**src/rtl/bus_snoop_responder.sv**
```systemverilog
// bus_snoop_responder: takes one LLC bus op at a time, broadcasts it as a snoop, combines the peer results, then runs the owner flush and the memory access
module bus_snoop_responder #(
  parameter int ADDR_BITS     = 32,
  parameter int N_SNOOPERS    = 3,
  parameter int SNOOP_TIMEOUT = 8,
  parameter int MEM_LATENCY   = 4,
  parameter int CNT_BITS      = 16
) (
  input  logic                    clk,
  input  logic                    rst,
  input  logic                    req_valid,
  output logic                    req_ready,
  input  logic [2:0]              req_op,
  input  logic [ADDR_BITS-1:0]    req_addr,
  output logic                    rsp_valid,
  output logic [1:0]              rsp_result,
  output logic                    snp_valid,
  output logic [2:0]              snp_op,
  output logic [ADDR_BITS-1:0]    snp_addr,
  input  logic [N_SNOOPERS-1:0]   snp_rsp_valid,
  input  logic [2*N_SNOOPERS-1:0] snp_rsp,
  input  logic                    wb_valid,
  output logic                    err_multi_hitm,
  output logic                    err_timeout,
  output logic                    err_bad_op,
  output logic [CNT_BITS-1:0]     op_count,
  output logic [CNT_BITS-1:0]     hitm_count
);
  localparam int TMAX = SNOOP_TIMEOUT > MEM_LATENCY ? SNOOP_TIMEOUT : MEM_LATENCY;
  localparam int CW = $clog2(TMAX + 1);
  localparam logic [2:0] OP_WRITE = 3'd2, OP_INV = 3'd3;
  typedef enum logic [2:0] {IDLE, BCAST, COLLECT, FLUSH, MEM, RESP} state_t;
  state_t state;
  logic [2:0] op;
  logic [N_SNOOPERS-1:0] mask, cap_mask;
  logic [2*N_SNOOPERS-1:0] res_q;
  logic [CW-1:0] tmr;
  logic [1:0] cur, comb_res;
  logic hitm_any, hitm_multi, hit_any, all_cap, tmr_end, legal;
  assign cap_mask = mask | snp_rsp_valid;
  assign all_cap  = &cap_mask;
  assign tmr_end  = tmr == CW'(SNOOP_TIMEOUT - 1);
  assign legal    = req_op != 3'd0 && req_op <= 3'd4;
  assign comb_res = hitm_any ? 2'd2 : hit_any ? 2'd1 : 2'd0;
  // Already-captured agents use their stored result; a fresh strobe this cycle counts immediately
  always_comb begin
    cur = 2'd0;
    hitm_any = 1'b0;
    hitm_multi = 1'b0;
    hit_any = 1'b0;
    for (int i = 0; i < N_SNOOPERS; i++) begin
      cur = mask[i] ? res_q[2*i+:2] : snp_rsp[2*i+:2];
      hitm_multi = hitm_multi | (hitm_any & cap_mask[i] & (cur == 2'd2));
      hitm_any = hitm_any | (cap_mask[i] & (cur == 2'd2));
      hit_any = hit_any | (cap_mask[i] & (cur == 2'd1));
    end
  end
  always_ff @(posedge clk) begin
    if (rst) begin
      state <= IDLE;
      req_ready <= 1'b1;
      rsp_valid <= 1'b0;
      rsp_result <= 2'd0;
      snp_valid <= 1'b0;
      snp_op <= 3'd0;
      snp_addr <= '0;
      err_multi_hitm <= 1'b0;
      err_timeout <= 1'b0;
      err_bad_op <= 1'b0;
      op_count <= '0;
      hitm_count <= '0;
      op <= 3'd0;
      mask <= '0;
      res_q <= '0;
      tmr <= '0;
    end else begin
      snp_valid <= 1'b0;
      rsp_valid <= 1'b0;
      case (state)
        IDLE: if (req_valid && req_ready) begin
          req_ready <= 1'b0;
          op <= req_op;
          snp_op <= req_op;
          snp_addr <= req_addr;
          rsp_result <= 2'd0;
          if (!legal) begin
            err_bad_op <= 1'b1;
            rsp_valid <= 1'b1;
            state <= RESP;
          end else if (req_op == OP_WRITE) begin
            tmr <= CW'(MEM_LATENCY - 1);
            state <= MEM;
          end else begin
            snp_valid <= 1'b1;
            state <= BCAST;
          end
        end
        BCAST: begin
          mask <= '0;
          tmr <= '0;
          state <= COLLECT;
        end
        COLLECT: begin
          for (int i = 0; i < N_SNOOPERS; i++)
            if (snp_rsp_valid[i] && !mask[i]) res_q[2*i+:2] <= snp_rsp[2*i+:2];
          mask <= cap_mask;
          tmr <= tmr + CW'(1);
          if (all_cap || tmr_end) begin
            rsp_result <= comb_res;
            if (!all_cap) err_timeout <= 1'b1;
            if (hitm_multi) err_multi_hitm <= 1'b1;
            if (op == OP_INV) begin
              rsp_valid <= 1'b1;
              state <= RESP;
            end else if (hitm_any) begin
              tmr <= '0;
              state <= FLUSH;
            end else begin
              tmr <= CW'(MEM_LATENCY - 1);
              state <= MEM;
            end
          end
        end
        FLUSH: begin
          tmr <= tmr + CW'(1);
          if (wb_valid || tmr_end) begin
            if (!wb_valid) err_timeout <= 1'b1;
            tmr <= CW'(MEM_LATENCY - 1);
            state <= MEM;
          end
        end
        MEM: begin
          tmr <= tmr - CW'(1);
          if (tmr == '0) begin
            rsp_valid <= 1'b1;
            state <= RESP;
          end
        end
        RESP: begin
          op_count <= op_count + CNT_BITS'(op_count != '1);
          hitm_count <= hitm_count + CNT_BITS'(rsp_result == 2'd2 && hitm_count != '1);
          req_ready <= 1'b1;
          state <= IDLE;
        end
        default: state <= IDLE;
      endcase
    end
  end
endmodule
```
**config.mk**
```make
export PLATFORM = sky130hd
export DESIGN_NAME = bus_snoop_responder
export DESIGN_NICKNAME = d
export VERILOG_FILES = /design/src/rtl/bus_snoop_responder.sv
export SDC_FILE = /design/constraint.sdc
export NUM_CORES = 1
export LEC_CHECK = 0
export CORE_MARGIN = 1
export CORE_UTILIZATION = 51
export CTS_CLUSTER_SIZE = 28
export DETAILED_ROUTE_END_ITERATION = 7
export PLACE_DENSITY = 0.95
export SLEW_MARGIN = 30
export SYNTH_ARGS = -nofsm -noshare
export SYNTH_HDL_FRONTEND = slang
export SYNTH_SLANG_ARGS = --single-unit
```
**constraint.sdc**
```tcl
create_clock -name clk -period 6.55 [get_ports clk]
set_input_delay 1.31 -clock clk [delete_from_list [all_inputs] [get_ports clk]]
set_output_delay 1.31 -clock clk [all_outputs]
set_load 0.05 [all_outputs]
```
==> run_results.csv <==
group,metric,value,unit
detailed_routing,wire_per_inst,14.2,microns
power,cellPowerDensity,339,nW/um^2
finish,ff_latch_area,1820,sq um
finish,syn_to_final_growth,35.1,%
detailed_routing,avgViaCountPerCell,5.52,
grt,overflow,0,
grt,antenna_found_initial,0,
synth,ys_ff_latch,91,
clocking,cts.path.max_buffers,2,
grt,grt_max_degree,88,
detailed_routing,num_vias,3997,
grt,grt_use_met3,0.0572,
synth,synth_top_family_by_area,"simple AND/OR/NAND/NOR gates",
sta,whs,0.458,ns
critical_path,timing.rr.start,"hitm_count[7]",
grt,grt_usage,0.248,
place,hpwl,7380,microns
critical_path,cp-start-kind,"flip-flop",
power,comb_power_share,0.414,
synth,syn_inst,509,
detailed_routing,ant_nets,0,
synth,synthTopCellsByCount,"nand2_1, dfxtp_1, a21oi_1, nor2_1, clkbuf_1",
sta,fmax,337,MHz
synth,synthMuxAreaShare,0.0221,
synth,avgSynthCellArea,8.12,sq um
finish,multi_input_area,2140,sq um
synth,yosys_warnings,0,
critical_path,cp.required,5.24,ns
place,place_ws,3.38,ns
synth,netlist.area_leader.share,0.441,
synth,synthAdderAreaFrac,0.0236,
synth,synth.area.top_cells,"dfxtp_1, nand2_1, a21oi_1",
power,leakage,2.03,nW
clocking,cts_max_level,3,
die,die_h,92.0,microns
critical_path,cp_num_buf_inv,1,
hold_path,hold_end,"snp_addr[28]",
synth,synth-edff-count,0,
sta,clock_skew,0.0114,ns
power,seq_power_share,0.385,
synth,synth_nets,564,
critical_path,critPathTopFamily,"buffers and inverters",
critical_path,critPathMaxFanout,6,
critical_path,crit_start,"op_count[2]",
die,io_pins,123,
synth,synthXorXnorAreaFrac,0.0572,
critical_path,cp.arrival,1.66,ns
power,power_frac_clock,0.201,
sta,min_period_over_period,0.453,
outcome,status,"complete, no violations",
grt,first_global_vias,3736,
power,switching_share,0.419,
place,gp_congestion,0.836,
synth,synth-async-reset-ratio,0,
critical_path,worstReg2RegEnd,"hitm_count[13]",
clocking,post_cts_buffers,0,
finish,finalNetCount,672,
synth,synth_top_area_cell,"dfxtp_1",
die,floorplan.initialDensity,0.532,
power,peakVddDrop,0.299,mV
finish,nFillCells,581,
hold_path,hold_class,"reg2reg",
synth,syn_area,4130,sq um
die,die_width,92.0,microns
critical_path,r2r_slack,4.09,ns
sta,slew_headroom,0.397,
sta,finalHoldViolations,0,
die,num_rows,32,
power,intPower,1.10,mW
grt,grt_use_met2,0.443,
detailed_routing,drt_wl_total,10300,microns
detailed_routing,dr.pass1.iters,5,
clocking,cts_tree,"done",
critical_path,r2r_cells,10,
synth,synth_simple_gate_area_frac,0.268,
sta,drv_slew,0,
synth,synth-main-ff-cell,"dfxtp_1",
critical_path,end_kind,"output pin",
finish,drive_gt1_frac,0.0531,
grt,top_usage_layer,"met2",
critical_path,cp_num_cells,1,
hold_path,hold_path_depth,2,
sta,rsz0062_at_grt,"false",
critical_path,cpMaxStageDelayCell,"clkdlybuf4s50_1",
sta,worstMarginPinSlew,0.904,ns
detailed_routing,drt-initial-drc-count,349,
finish,antennaDiodeCount,0,
sta,final-setup-viol-count,0,
synth,yosysUniqueCellTypes,56,
clocking,cts_resized,0,
clocking,clkTransAtPathRegs,0.10,ns
clocking,clock_sinks,91,
hold_path,hp-start,"snp_addr[28]",
detailed_routing,drc_errors,0,
clocking,postCtsHoldBufs,0,
die,core_area,7770,sq um
critical_path,path_class,"reg2out",
place,port_buffers,122,
clocking,cts_inserted_buffers,9,
clocking,ctsRootBufferMaster,"clkbuf_8",
grt,grt_pass1_wl,17000,microns
flow_run,drv_cap,0,
sta,fin_setup_tns,0,ns
clocking,insertion_delay,0.35,ns
power,p_sw,0.794,mW
sta,setup_ws,3.58,ns
critical_path,crit_chain,"clkdlybuf4s50_1",
synth,synth-compound-area-share,0.146,
synth,yosysMostFrequentCell,"nand2_1",
critical_path,cp_slowest_stage_delay,0.85,ns
synth,seq_area_frac_synth,0.441,
sta,period_minus_slack,2.97,ns
grt,use_met1,0.290,
die,dieArea,8470,sq um
-- stage by stage --
stage / util / power (mW) / instances / instance area [sq um]
floorplan: - / 1.28 / 509 / 4130
global placement: 0.690 / 1.48 / 706 / 5360
detailed placement: 0.693 / 1.51 / 708 / 5380
CTS: 0.719 / 1.90 / 724 / 5580
global route: 0.719 / 2.00 / 724 / 5580
finish: 0.719 / 1.90 / 724 / 5580
-- power by group through the flow --
stage	logic, mW	clock network [mW]	registers, mW
2_1_floorplan	0.362	0	0.921
3_3_place_gp	0.747	0	0.732
3_5_place_dp	0.775	0	0.739
4_1_cts	0.782	0.387	0.727
5_1_grt	0.842	0.415	0.742
6_report	0.785	0.381	0.729
-- flip-flops by register name, indices dropped and copies added, names as in the netlist, 2 cells and up --
name	cells
state	3
hitm_count	16
res_q	6
op	3
rsp_result	2
mask	3
snp_addr	32
tmr	4
op_count	16
-- cell type report --
class | instances | share of cell area
Sequential cell | 91 | 0.326
Timing Repair Buffer | 126 | 0.225
Inverter | 11 | 0.00739
Clock buffer | 9 | 0.0222
Clock inverter | 7 | 0.0137
Tap cell | 102 | 0.0229
Multi-Input combinational cell | 378 | 0.383
-- cell usage in the layout, fill, tap and decap left out, types with 10 or more instances in the layout --
master             n
inv_1             11
nor3_1            10
o21ai_0           10
nand3b_1          10
xnor2_1           14
dfxtp_1           91
nor2_1            57
a21oi_1           60
or3_1             10
nand2_1          107
xor2_1            13
clkdlybuf4s50_1  121
-- per-layer routing --
metal / routed length (microns) / vias up
met1: 4190 / 1866
met3: 704 / 19
met5: 0 / -
met4: 186 / 0
met2: 5220 / 156
li1: - / 1956
-- worst max-delay path by stage --
stage,to,slack (ns)
after floorplan,hitm_count[14],4.06
after global placement,snp_addr[3],3.37
after detailed placement,tmr[1],3.38
after CTS,hitm_count[1],3.57
after global routing,hitm_count[1],3.51
final,op_count[2],3.58
-- cells by family after synthesis --
kind of cell               count (synthesis)
and+or+nand+nor                          236
AOI/OAI and AO/OA                         98
DFF                                       91
buffers and inverters                     40
xor gates and xnor gates                  27
muxes                                      9
adders and majority gates                  8
Note: power is estimated with default switching activity, not from simulation.
